### src/rtl/aes_mcol_sched_pkg.sv
// Shared constants and types for the column-serial MixColumns engine.
// AES_MCOL_INV_EN (defined elsewhere) adds the InvMixColumns option; nothing here depends on it.
package aes_mcol_sched_pkg;

  localparam int Nb   = 4;
  localparam int NREQ = 2;

  typedef enum logic [1:0] {
    IDLE,
    RUN,
    DONE
  } mcol_sched_state_t;

  // One column is four row bytes; a full state packs byte 4*c+r at index 4*c+r.
  typedef logic [3:0][7:0]      mcol_col_t;
  typedef logic [4*Nb-1:0][7:0] mcol_state_t;

endpackage

### src/rtl/aes_mcol_sched_if.sv
// Requester, consumer and status signals of the MixColumns engine.
// With AES_MCOL_INV_EN defined, each request carries an inverse-select bit echoed on out_inv.
interface aes_mcol_sched_if;
  import aes_mcol_sched_pkg::*;

  logic        req0_valid;
  logic        req0_ready;
  mcol_state_t req0_state;
  logic        req1_valid;
  logic        req1_ready;
  mcol_state_t req1_state;
  logic        out_valid;
  logic        out_ready;
  mcol_state_t out_state;
  logic        out_id;
  logic        busy;
`ifdef AES_MCOL_INV_EN
  logic        req0_inv;
  logic        req1_inv;
  logic        out_inv;
`endif

  modport master (
    output req0_valid, req0_state, req1_valid, req1_state, out_ready,
`ifdef AES_MCOL_INV_EN
    output req0_inv, req1_inv,
    input  out_inv,
`endif
    input  req0_ready, req1_ready, out_valid, out_state, out_id, busy
  );

  modport slave (
    input  req0_valid, req0_state, req1_valid, req1_state, out_ready,
`ifdef AES_MCOL_INV_EN
    input  req0_inv, req1_inv,
    output out_inv,
`endif
    output req0_ready, req1_ready, out_valid, out_state, out_id, busy
  );

endinterface

### src/rtl/aes_mcol_sched_col.sv
// Combinational MixColumns on a single column in GF(2^8) mod 0x11B.
// AES_MCOL_INV_EN adds inv_i selecting the InvMixColumns coefficients.
module aes_mcol_col
  import aes_mcol_sched_pkg::*;
(
  input  mcol_col_t col_i,
`ifdef AES_MCOL_INV_EN
  input  logic      inv_i,
`endif
  output mcol_col_t col_o
);

  function automatic logic [7:0] xtime(input logic [7:0] b);
    return {b[6:0], 1'b0} ^ (b[7] ? 8'h1b : 8'h00);
  endfunction

  mcol_col_t x2;
  mcol_col_t fwdCol;

  // Forward row r: 02*a[r] ^ 03*a[r+1] ^ a[r+2] ^ a[r+3], with 03*a = 02*a ^ a.
  always_comb begin
    x2     = '0;
    fwdCol = '0;
    for (int r = 0; r < 4; r++) begin
      x2[r] = xtime(col_i[r]);
    end
    for (int r = 0; r < 4; r++) begin
      fwdCol[r] = x2[r] ^ x2[(r+1)%4] ^ col_i[(r+1)%4] ^ col_i[(r+2)%4] ^ col_i[(r+3)%4];
    end
  end

`ifdef AES_MCOL_INV_EN
  mcol_col_t x4;
  mcol_col_t x8;
  mcol_col_t invCol;

  // Inverse coefficients built from powers of two: 0e=8^4^2, 0b=8^2^1, 0d=8^4^1, 09=8^1.
  always_comb begin
    x4     = '0;
    x8     = '0;
    invCol = '0;
    for (int r = 0; r < 4; r++) begin
      x4[r] = xtime(x2[r]);
      x8[r] = xtime(x4[r]);
    end
    for (int r = 0; r < 4; r++) begin
      invCol[r] = (x8[r] ^ x4[r] ^ x2[r])
                ^ (x8[(r+1)%4] ^ x2[(r+1)%4] ^ col_i[(r+1)%4])
                ^ (x8[(r+2)%4] ^ x4[(r+2)%4] ^ col_i[(r+2)%4])
                ^ (x8[(r+3)%4] ^ col_i[(r+3)%4]);
    end
  end

  assign col_o = inv_i ? invCol : fwdCol;
`else
  assign col_o = fwdCol;
`endif

endmodule

### src/rtl/aes_mcol_sched.sv
// Column-serial MixColumns engine shared by two requesters through a round-robin arbiter.
// Define AES_MCOL_INV_EN to add per-request InvMixColumns selection (req*_inv, out_inv).
module aes_mcol_sched
  import aes_mcol_sched_pkg::*;
(
  input logic             clock,
  input logic             reset,
  aes_mcol_sched_if.slave bus
);

  localparam int ColW = $clog2(Nb);

  mcol_sched_state_t state_q, state_d;
  logic [ColW-1:0]   col_q, col_d;
  mcol_state_t       buf_q, buf_d;
  logic              owner_q, owner_d;
  logic              ptr_q, ptr_d;
  logic              grant0, grant1;
  mcol_col_t         colIn, colOut;
`ifdef AES_MCOL_INV_EN
  logic              inv_q, inv_d;
`endif

  // ptr_q remembers the last winner, so on a tie the other requester is favoured.
  assign grant0 = bus.req0_valid & (~bus.req1_valid | ptr_q);
  assign grant1 = bus.req1_valid & ~grant0;

  always_comb begin
    colIn = '0;
    for (int r = 0; r < 4; r++) begin
      colIn[r] = buf_q[{col_q, 2'(r)}];
    end
  end

  aes_mcol_col u_col (
    .col_i (colIn),
`ifdef AES_MCOL_INV_EN
    .inv_i (inv_q),
`endif
    .col_o (colOut)
  );

  always_comb begin
    state_d        = state_q;
    col_d          = col_q;
    buf_d          = buf_q;
    owner_d        = owner_q;
    ptr_d          = ptr_q;
`ifdef AES_MCOL_INV_EN
    inv_d          = inv_q;
`endif
    bus.req0_ready = 1'b0;
    bus.req1_ready = 1'b0;
    case (state_q)
      IDLE: begin
        bus.req0_ready = grant0;
        bus.req1_ready = grant1;
        if (grant0 | grant1) begin
          buf_d   = grant0 ? bus.req0_state : bus.req1_state;
          owner_d = grant1;
          ptr_d   = grant1;
          col_d   = '0;
          state_d = RUN;
`ifdef AES_MCOL_INV_EN
          inv_d   = grant0 ? bus.req0_inv : bus.req1_inv;
`endif
        end
      end
      RUN: begin
        for (int r = 0; r < 4; r++) begin
          buf_d[{col_q, 2'(r)}] = colOut[r];
        end
        col_d = col_q + ColW'(1);
        if (col_q == ColW'(Nb-1)) begin
          col_d   = '0;
          state_d = DONE;
        end
      end
      DONE: begin
        if (bus.out_ready) begin
          state_d = IDLE;
        end
      end
      default: state_d = IDLE;
    endcase
  end

  always_ff @(posedge clock or negedge reset) begin
    if (!reset) begin
      state_q <= IDLE;
      col_q   <= '0;
      buf_q   <= '0;
      owner_q <= 1'b0;
      ptr_q   <= 1'b1;
`ifdef AES_MCOL_INV_EN
      inv_q   <= 1'b0;
`endif
    end else begin
      state_q <= state_d;
      col_q   <= col_d;
      buf_q   <= buf_d;
      owner_q <= owner_d;
      ptr_q   <= ptr_d;
`ifdef AES_MCOL_INV_EN
      inv_q   <= inv_d;
`endif
    end
  end

  assign bus.out_valid = (state_q == DONE);
  assign bus.out_state = buf_q;
  assign bus.out_id    = owner_q;
  assign bus.busy      = (state_q != IDLE);
`ifdef AES_MCOL_INV_EN
  assign bus.out_inv   = inv_q;
`endif

endmodule

### src/flat_wrapper.sv
// flat-port wrapper written by rule: the top's interface ports become plain ports
module aes_mcol_sched_flat import aes_mcol_sched_pkg::*;
  (clock, reset, bus_req0_valid, bus_req0_state, bus_req1_valid, bus_req1_state, bus_out_ready, bus_req0_ready, bus_req1_ready, bus_out_valid, bus_out_state, bus_out_id, bus_busy);
  aes_mcol_sched_if bus_i ();
  input logic clock;
  input logic reset;
  input wire logic [$bits(bus_i.req0_valid)-1:0] bus_req0_valid;
  input wire logic [$bits(bus_i.req0_state)-1:0] bus_req0_state;
  input wire logic [$bits(bus_i.req1_valid)-1:0] bus_req1_valid;
  input wire logic [$bits(bus_i.req1_state)-1:0] bus_req1_state;
  input wire logic [$bits(bus_i.out_ready)-1:0] bus_out_ready;
  output wire logic [$bits(bus_i.req0_ready)-1:0] bus_req0_ready;
  output wire logic [$bits(bus_i.req1_ready)-1:0] bus_req1_ready;
  output wire logic [$bits(bus_i.out_valid)-1:0] bus_out_valid;
  output wire logic [$bits(bus_i.out_state)-1:0] bus_out_state;
  output wire logic [$bits(bus_i.out_id)-1:0] bus_out_id;
  output wire logic [$bits(bus_i.busy)-1:0] bus_busy;
  assign bus_i.req0_valid = bus_req0_valid;
  assign bus_i.req0_state = bus_req0_state;
  assign bus_i.req1_valid = bus_req1_valid;
  assign bus_i.req1_state = bus_req1_state;
  assign bus_i.out_ready = bus_out_ready;
  assign bus_req0_ready = bus_i.req0_ready;
  assign bus_req1_ready = bus_i.req1_ready;
  assign bus_out_valid = bus_i.out_valid;
  assign bus_out_state = bus_i.out_state;
  assign bus_out_id = bus_i.out_id;
  assign bus_busy = bus_i.busy;
  aes_mcol_sched u_core (.clock(clock), .reset(reset), .bus(bus_i));
endmodule
### config.mk
export PLATFORM = sky130hd
export DESIGN_NAME = aes_mcol_sched_flat
export DESIGN_NICKNAME = d
export VERILOG_FILES = /design/src/rtl/aes_mcol_sched_pkg.sv /design/src/rtl/aes_mcol_sched_if.sv /design/src/rtl/aes_mcol_sched_col.sv /design/src/rtl/aes_mcol_sched.sv /design/src/flat_wrapper.sv
export SDC_FILE = /design/constraint.sdc
export NUM_CORES = 1
export LEC_CHECK = 0
export ABC_AREA = 0
export CAP_MARGIN = 30
export CORE_AREA = 2 2 155 157
export CTS_CLUSTER_DIAMETER = 200
export DETAILED_ROUTE_END_ITERATION = 8
export DIE_AREA = 0 0 157 159
export DONT_BUFFER_PORTS = 1
export PLACE_DENSITY = 0.6
export SYNTH_ARGS = -nofsm -noshare
export SYNTH_HDL_FRONTEND = slang
export SYNTH_SLANG_ARGS = --single-unit
### constraint.sdc
create_clock -name clock -period 2.5 [get_ports clock]
set_input_delay 0.375 -clock clock [delete_from_list [all_inputs] [get_ports clock]]
set_output_delay 0.375 -clock clock [all_outputs]
set_load 0.02 [all_outputs]
Word level (Yosys, flattened, before mapping) --
Cells that the tools add are included.
Word-level totals: register bits 134, input port bits 261, word-level logic and storage cells 107
Cells by class: bitwise gates (word level) 26, mux-type cells 36, add/subtract/negate cells 1, order comparisons 8, equality and inequality tests 6, reduce and logical (&&, ||, !) cells 10
Operators with widths (count):
- $bwmux 128 | 4
- $mux 128 | 2
- $pmux 128 s2 | 1
- $xor 8x8->8 | 17
- $bmux 8 s2 | 4
- $demux 8 s2 | 4
- $mux 8 | 8
- $xor 8x5->8 | 3
- $lt 4x5->1 const B | 4
- $mux 5 | 4
- $ge 4x1->1 const B | 4
- $mux 2 | 5
- $pmux 2 s3 | 1
- $eq 2x2->1 const B | 2
- $logic_and 1x1->1 | 4
- $ne 2x1->1 const B | 2
- $pmux 2 s2 | 1
- $reduce_and 2->1 | 2
- $reduce_bool 2->1 | 2
- $reduce_and 3->1 | 1
- $add 2x1->2 const B | 1
- $and 1x1->1 | 2
- $eq 2x1->1 const B | 1
- $logic_not 2->1 | 1
- other kinds (4) | 7

Logic depth before layout (Yosys ltp) --
depth after elaboration 13, gate-level depth with buffers 10, mapped depth without buffers 6

By module --
Synthesis repeated with hierarchy kept, for this count alone.
Second synthesis, totals: cells, all modules 834, area, all modules 9417.8 sq um
Modules (own cells, without submodules):
- aes_mcol_sched | cells each 722, seq. area each 3354.5 sq um, times used 1, area an instance 8303.0 sq um
- aes_mcol_col | cells each 112, seq. area each 0.0 sq um, times used 1, area an instance 1114.8 sq um

Worst setup path after synthesis --
OpenSTA, ideal clock, no wires.
path kind register to register, start point reg u_core.col_q[0], end point reg u_core.buf_q, in the netlist u_core.bus.out_state[119], data required time 2410 ps, arrival 2214 ps, library setup time 90 ps, stages on the path, launching flop included 8, path slack 196 ps, cells stage by stage dfrtp_1 -> buf_6 -> buf_12 -> buf_12 -> mux4_1 -> xor2_2 -> xnor3_1 -> o221ai_1
On the way: word-level cells in the longest chain between the ends 12, elaborated cells between the ends (all ways) 38
Ends and longest elaborated chain:
- from (decl) | RTL line aes_mcol_sched.sv:14 | logic [ColW-1:0] col_q, col_d;
- from (signal assigned) | RTL line aes_mcol_sched.sv:100 | col_q <= col_d;
- $bmux 8 s2 | RTL line aes_mcol_sched.sv:31 | colIn[r] = buf_q[{col_q, 2'(r)}];
- $mux 8 (not written as such) | RTL line aes_mcol_sched.sv:31
- $xor 8x8->8 / $xor 8x5->8 (equally long branches) | RTL line aes_mcol_sched_col.sv:14 | return {b[6:0], 1'b0} ^ (b[7] ? 8'h1b : 8'h00);
- $xor 8x8->8 (4 in a row) | RTL line aes_mcol_sched_col.sv:28 | fwdCol[r] = x2[r] ^ x2[(r+1)%4] ^ col_i[(r+1)%4] ^ col_i[(r+2)%4] ^ col_i[(r+3)%4];
- $bwmux 128 (3 in a row) | RTL line aes_mcol_sched.sv:71 | buf_d[{col_q, 2'(r)}] = colOut[r];
- $bwmux 128 (*) | RTL line aes_mcol_sched.sv:71
- $pmux 128 s2 (*) | RTL line aes_mcol_sched.sv:54 | case (state_q)
- to (signal assigned) | RTL line aes_mcol_sched.sv:101 | buf_q <= buf_d;
- to (decl) | RTL line aes_mcol_sched.sv:15 | mcol_state_t buf_q, buf_d;
Mark *: on every way between the ends. The rest lies on a longest branch, timed or not. The select of a mux whose other input is x is not followed. A chain may end at the register's enable or synchronous reset.

Final worst setup path --
start point reg u_core.col_q[0], end point reg u_core.buf_q, in the netlist u_core.bus.out_state[38]
Same word-level chain as after synthesis.

==> report_table.html <==
<table>
<tr><th>Metric</th><th>Value</th></tr>
<tr><th colspan="2">Detailed routing</th></tr>
<tr><td>Overall routed net length</td><td>33,400 µm</td></tr>
<tr><td>DRT iter0 DRCs</td><td>557</td></tr>
<tr><td>Routed WL per cell</td><td>29.7 µm</td></tr>
<tr><td>Post-route antenna net violation count</td><td>0</td></tr>
<tr><td>DR pass1 iterations</td><td>5</td></tr>
<tr><td>Average vias per placed instance</td><td>6.25</td></tr>
<tr><td>Vias</td><td>7,034</td></tr>
<tr><td>DRC violation count after routing</td><td>0</td></tr>
<tr><th colspan="2">Critical path</th></tr>
<tr><td>Path type of the worst setup path</td><td>flip-flop to flip-flop</td></tr>
<tr><td>Sequence of cells on the critical path</td><td>buf_12, buf_12, mux4_2, xnor3_1, xor2_2, buf_6, o221ai_1</td></tr>
<tr><td>Largest fanout on the critical path</td><td>9</td></tr>
<tr><td>Sort of element at the start of the critical path</td><td>flip-flop</td></tr>
<tr><td>Critical Path RT</td><td>2.77 ns</td></tr>
<tr><td>Depth of the most critical reg-to-reg path</td><td>7</td></tr>
<tr><td>Kind of end point of the critical path</td><td>flip-flop</td></tr>
<tr><td>Cell type with the highest occurrence count on the critical path</td><td>sky130_fd_sc_hd__buf_12</td></tr>
<tr><td>Arrival time at the worst endpoint</td><td>2.76 ns</td></tr>
<tr><td>Slowest cell delay on critical path</td><td>0.62 ns</td></tr>
<tr><td>Crit path max-delay cell type</td><td>sky130_fd_sc_hd__mux4_2</td></tr>
<tr><th colspan="2">CTS</th></tr>
<tr><td>Num CTS Buffers</td><td>17</td></tr>
<tr><td>Clock latency reported for the late side of the worst-skew pair</td><td>0.42 ns</td></tr>
<tr><td>Hold bufs inserted after CTS</td><td>1</td></tr>
<tr><td>Clock tree from TritonCTS</td><td>built</td></tr>
<tr><td>H-Tree Depth</td><td>4</td></tr>
<tr><td>Clock Sink Count</td><td>134</td></tr>
<tr><td>Clock tree buffer depth</td><td>2</td></tr>
<tr><td>Clock root cell</td><td>sky130_fd_sc_hd__clkbuf_16</td></tr>
<tr><td>Clock transition at path regs</td><td>roughly 0.06 ns</td></tr>
<tr><th colspan="2">Global route</th></tr>
<tr><td>Pin count of the biggest net entering global routing</td><td>135</td></tr>
<tr><td>Number of global-route vias before repair</td><td>7,312</td></tr>
<tr><td>Overall track demand over capacity in global routing</td><td>26.2%</td></tr>
<tr><td>Initial antenna violation count</td><td>2</td></tr>
<tr><td>Overall overflow remaining after global route</td><td>0</td></tr>
<tr><td>Global-route wire length before repair</td><td>47,900 µm</td></tr>
<tr><th colspan="2">Floorplan</th></tr>
<tr><td>Die width</td><td>157 µm</td></tr>
<tr><td>Die area</td><td>25,000 µm²</td></tr>
<tr><td>DIE HEIGHT</td><td>approximately 160 µm</td></tr>
<tr><td>Placeable core area</td><td>23,200 µm²</td></tr>
<tr><td>Cell row count</td><td>56</td></tr>
<tr><td>Starting density of the core</td><td>38.2%</td></tr>
<tr><td>Top-level I/O count</td><td>394</td></tr>
<tr><th colspan="2">STA</th></tr>
<tr><td>Transition at the pin with the smallest max-transition slack</td><td>0.745 ns</td></tr>
<tr><td>Max Freq</td><td>between 400 and 500 MHz</td></tr>
<tr><td>Worst hold margin</td><td>-0.351 ns</td></tr>
<tr><td>Clock Skew</td><td>between 0.01 and 0.015 ns</td></tr>
<tr><td>Fin. Hold Viols</td><td>~130</td></tr>
<tr><td>RSZ-0062 raised after global routing</td><td>true</td></tr>
<tr><td>Final period utilization</td><td>99.9%</td></tr>
<tr><td>Max-slew violation count</td><td>0</td></tr>
<tr><td>Count of endpoints failing setup in the final report</td><td>0</td></tr>
<tr><td>Minimum period implied by the final worst setup slack</td><td>2.50 ns</td></tr>
<tr><td>Max_slew headroom</td><td>50.4%</td></tr>
<tr><th colspan="2">Final layout</th></tr>
<tr><td>Area growth syn-to-layout</td><td>20.8%</td></tr>
<tr><td>Fraction of final layout cells with drive strength greater than 1</td><td>a little over a quarter</td></tr>
<tr><td>Final nets</td><td>1,057</td></tr>
<tr><td>Summed area of non-filler cells in the final layout</td><td>10,700 µm²</td></tr>
<tr><th colspan="2">Yosys</th></tr>
<tr><td>Post-synthesis register bit count</td><td>~130</td></tr>
<tr><td>Syn Inst Count</td><td>724</td></tr>
<tr><td>Cell type with the highest aggregate area in the netlist</td><td>sky130_fd_sc_hd__dfrtp_1</td></tr>
<tr><td>Synth cell count leaders</td><td>133 x sky130_fd_sc_hd__dfrtp_1, 132 x sky130_fd_sc_hd__nand2_1, 128 x sky130_fd_sc_hd__mux2i_1, 128 x sky130_fd_sc_hd__o221ai_1, 52 x sky130_fd_sc_hd__clkbuf_1</td></tr>
<tr><td>Synth warn</td><td>0</td></tr>
<tr><td>Post-Synthesis Mean Instance Area</td><td>12.2 µm²</td></tr>
<tr><td>Share of the synthesized area in the top cell type</td><td>37.6%</td></tr>
<tr><td>Cell area after technology mapping</td><td>between 8000 and 9000 µm²</td></tr>
<tr><td>Post-synth EDFFs</td><td>0</td></tr>
<tr><td>Top area cells in the synthesized netlist</td><td>sky130_fd_sc_hd__dfrtp_1 38%, sky130_fd_sc_hd__mux2i_1 14%, sky130_fd_sc_hd__o221ai_1 13%, sky130_fd_sc_hd__xnor3_1 7.9%, sky130_fd_sc_hd__mux4_2 6.1%</td></tr>
<tr><td>Sequential fraction of the synthesis area</td><td>approximately 38%</td></tr>
<tr><td>Predominant post-synthesis flop cell</td><td>sky130_fd_sc_hd__dfrtp_1</td></tr>
<tr><td>Count of cell types in the netlist</td><td>34</td></tr>
<tr><td>Synthesized net count</td><td>989</td></tr>
<tr><td>Most frequent cell after synthesis</td><td>sky130_fd_sc_hd__dfrtp_1</td></tr>
<tr><td>Post-synth ARST share</td><td>100%</td></tr>
<tr><th colspan="2">Run status</th></tr>
<tr><td>Failing checks</td><td>hold timing</td></tr>
<tr><td>Outcome</td><td>finished, violations left</td></tr>
<tr><th colspan="2">Run</th></tr>
<tr><td>Max-cap viol count</td><td>0</td></tr>
<tr><th colspan="2">Placement</th></tr>
<tr><td>Placement-stage cell area</td><td>9840 µm²</td></tr>
<tr><td>Placer's final routability congestion estimate</td><td>0.860</td></tr>
<tr><td>Total of buffers placed on input and output ports</td><td>0</td></tr>
<tr><td>Estimated wirelength of the detail-placed design</td><td>~25,000 µm</td></tr>
<tr><th colspan="2">Min path</th></tr>
<tr><td>Min-Delay Path Class</td><td>primary input to asynchronous set/reset pin</td></tr>
</table>
## layout by cell type (no fill, tap or decap), drive strengths merged, types with 4 or more instances in the layout
master,count
mux2i,128
xnor2,19
o221ai,128
clkinv,4
mux4,32
clkbuf,23
nand3b,4
ha,4
xnor3,33
nor2,4
xor2,14
nand2b,6
xor3,8
nand2,132
buf,108
dfrtp,133
inv,5
## timing repair
action / 4_1_cts / 5_1_grt
resized for setup: 16 / 23
endpoints found under the hold margin: 135 / 134
buffers inserted: 0 / 7
pin swaps: 1 / 9
endpoints found under the setup margin: 56 / 65
gates cloned: 0 / 1
## per-stage QoR
step                hold WS [ns]  setup TNS (ns)  setup slack, ns  cells  utilization [%]
floorplan                 0.0794               0            0.196    724                -
finish                    -0.351               0          0.00210   1126             46.1
detailed placement        0.0846           -1.24          -0.0738   1083             42.4
CTS                       -0.374               0          0.00129   1116             45.3
global placement          0.0855          -0.468          -0.0464   1083             42.4
global route              -0.374          -0.257          -0.0399   1124             46.1
## cells by family after synthesis
kind of cell / after synthesis / share of synthesized area [%]
AO/OA/AOI/OAI: 137 / 13.3
XOR/XNOR: 74 / 15.1
adder cells (fa/ha/maj): 4 / 0.566
buffers and inverters: 66 / 3.42
flip-flops: 134 / 37.9
multiplexers: 160 / 23.0
AND/OR/NAND/NOR: 149 / 6.75
## critical path: cells and delay by family, from the launching register on
kind | cells | cell delay, ns
xor gates and xnor gates | 2 | 0.73
muxes | 1 | 0.62
buffers and inverters | 3 | 0.45
DFF | 1 | 0.42
AOI/OAI and AO/OA | 1 | 0.12
## flip-flops by register name, indices dropped and copies added, names as in the netlist
| name | flops |
|---|---|
| u_core.bus.out_state | 128 |
| u_core.col_q | 2 |
| u_core.state_q | 2 |
| u_core.bus.out_id | 1 |
| u_core.ptr_q | 1 |
## metal layers
metal  track usage [%]  routed length [µm]  part of all wire, %
met4              6.05                 358                  1.1
met5                 0                   0                    0
met3              6.72                2630                  7.9
met2              45.5               17200                   52
met1              32.7               13200                   40
## final timing paths
check | start | slack (ns) | to
hold reg to reg | u_core.ptr_q | 0.54 | u_core.ptr_q
setup / recovery | u_core.col_q[0] | 0.002 | u_core.bus.out_state[38]
hold / removal | reset | -0.35 | u_core.bus.out_state[5]
min in group clock | bus_out_ready | 0.07 | u_core.state_q[1]
max in group asynchronous | reset | 2.41 | u_core.col_q[0]
setup reg to reg | u_core.col_q[0] | 0.002 | u_core.bus.out_state[38]
## area by class of cell
class | instances | area (µm²)
sequential | 134 | 3360
clock buffer | 22 | 464
inverter | 5 | 18.8
antenna | 2 | 5.00
timing repair buffer | 110 | 941
fill | 2092 | 12500
multi-input combinational | 524 | 5360
tap | 319 | 399
clock inverter | 10 | 148
Power is not shown: default switching activity piles up to over one toggle a cycle in this logic, so the estimate is an artifact.
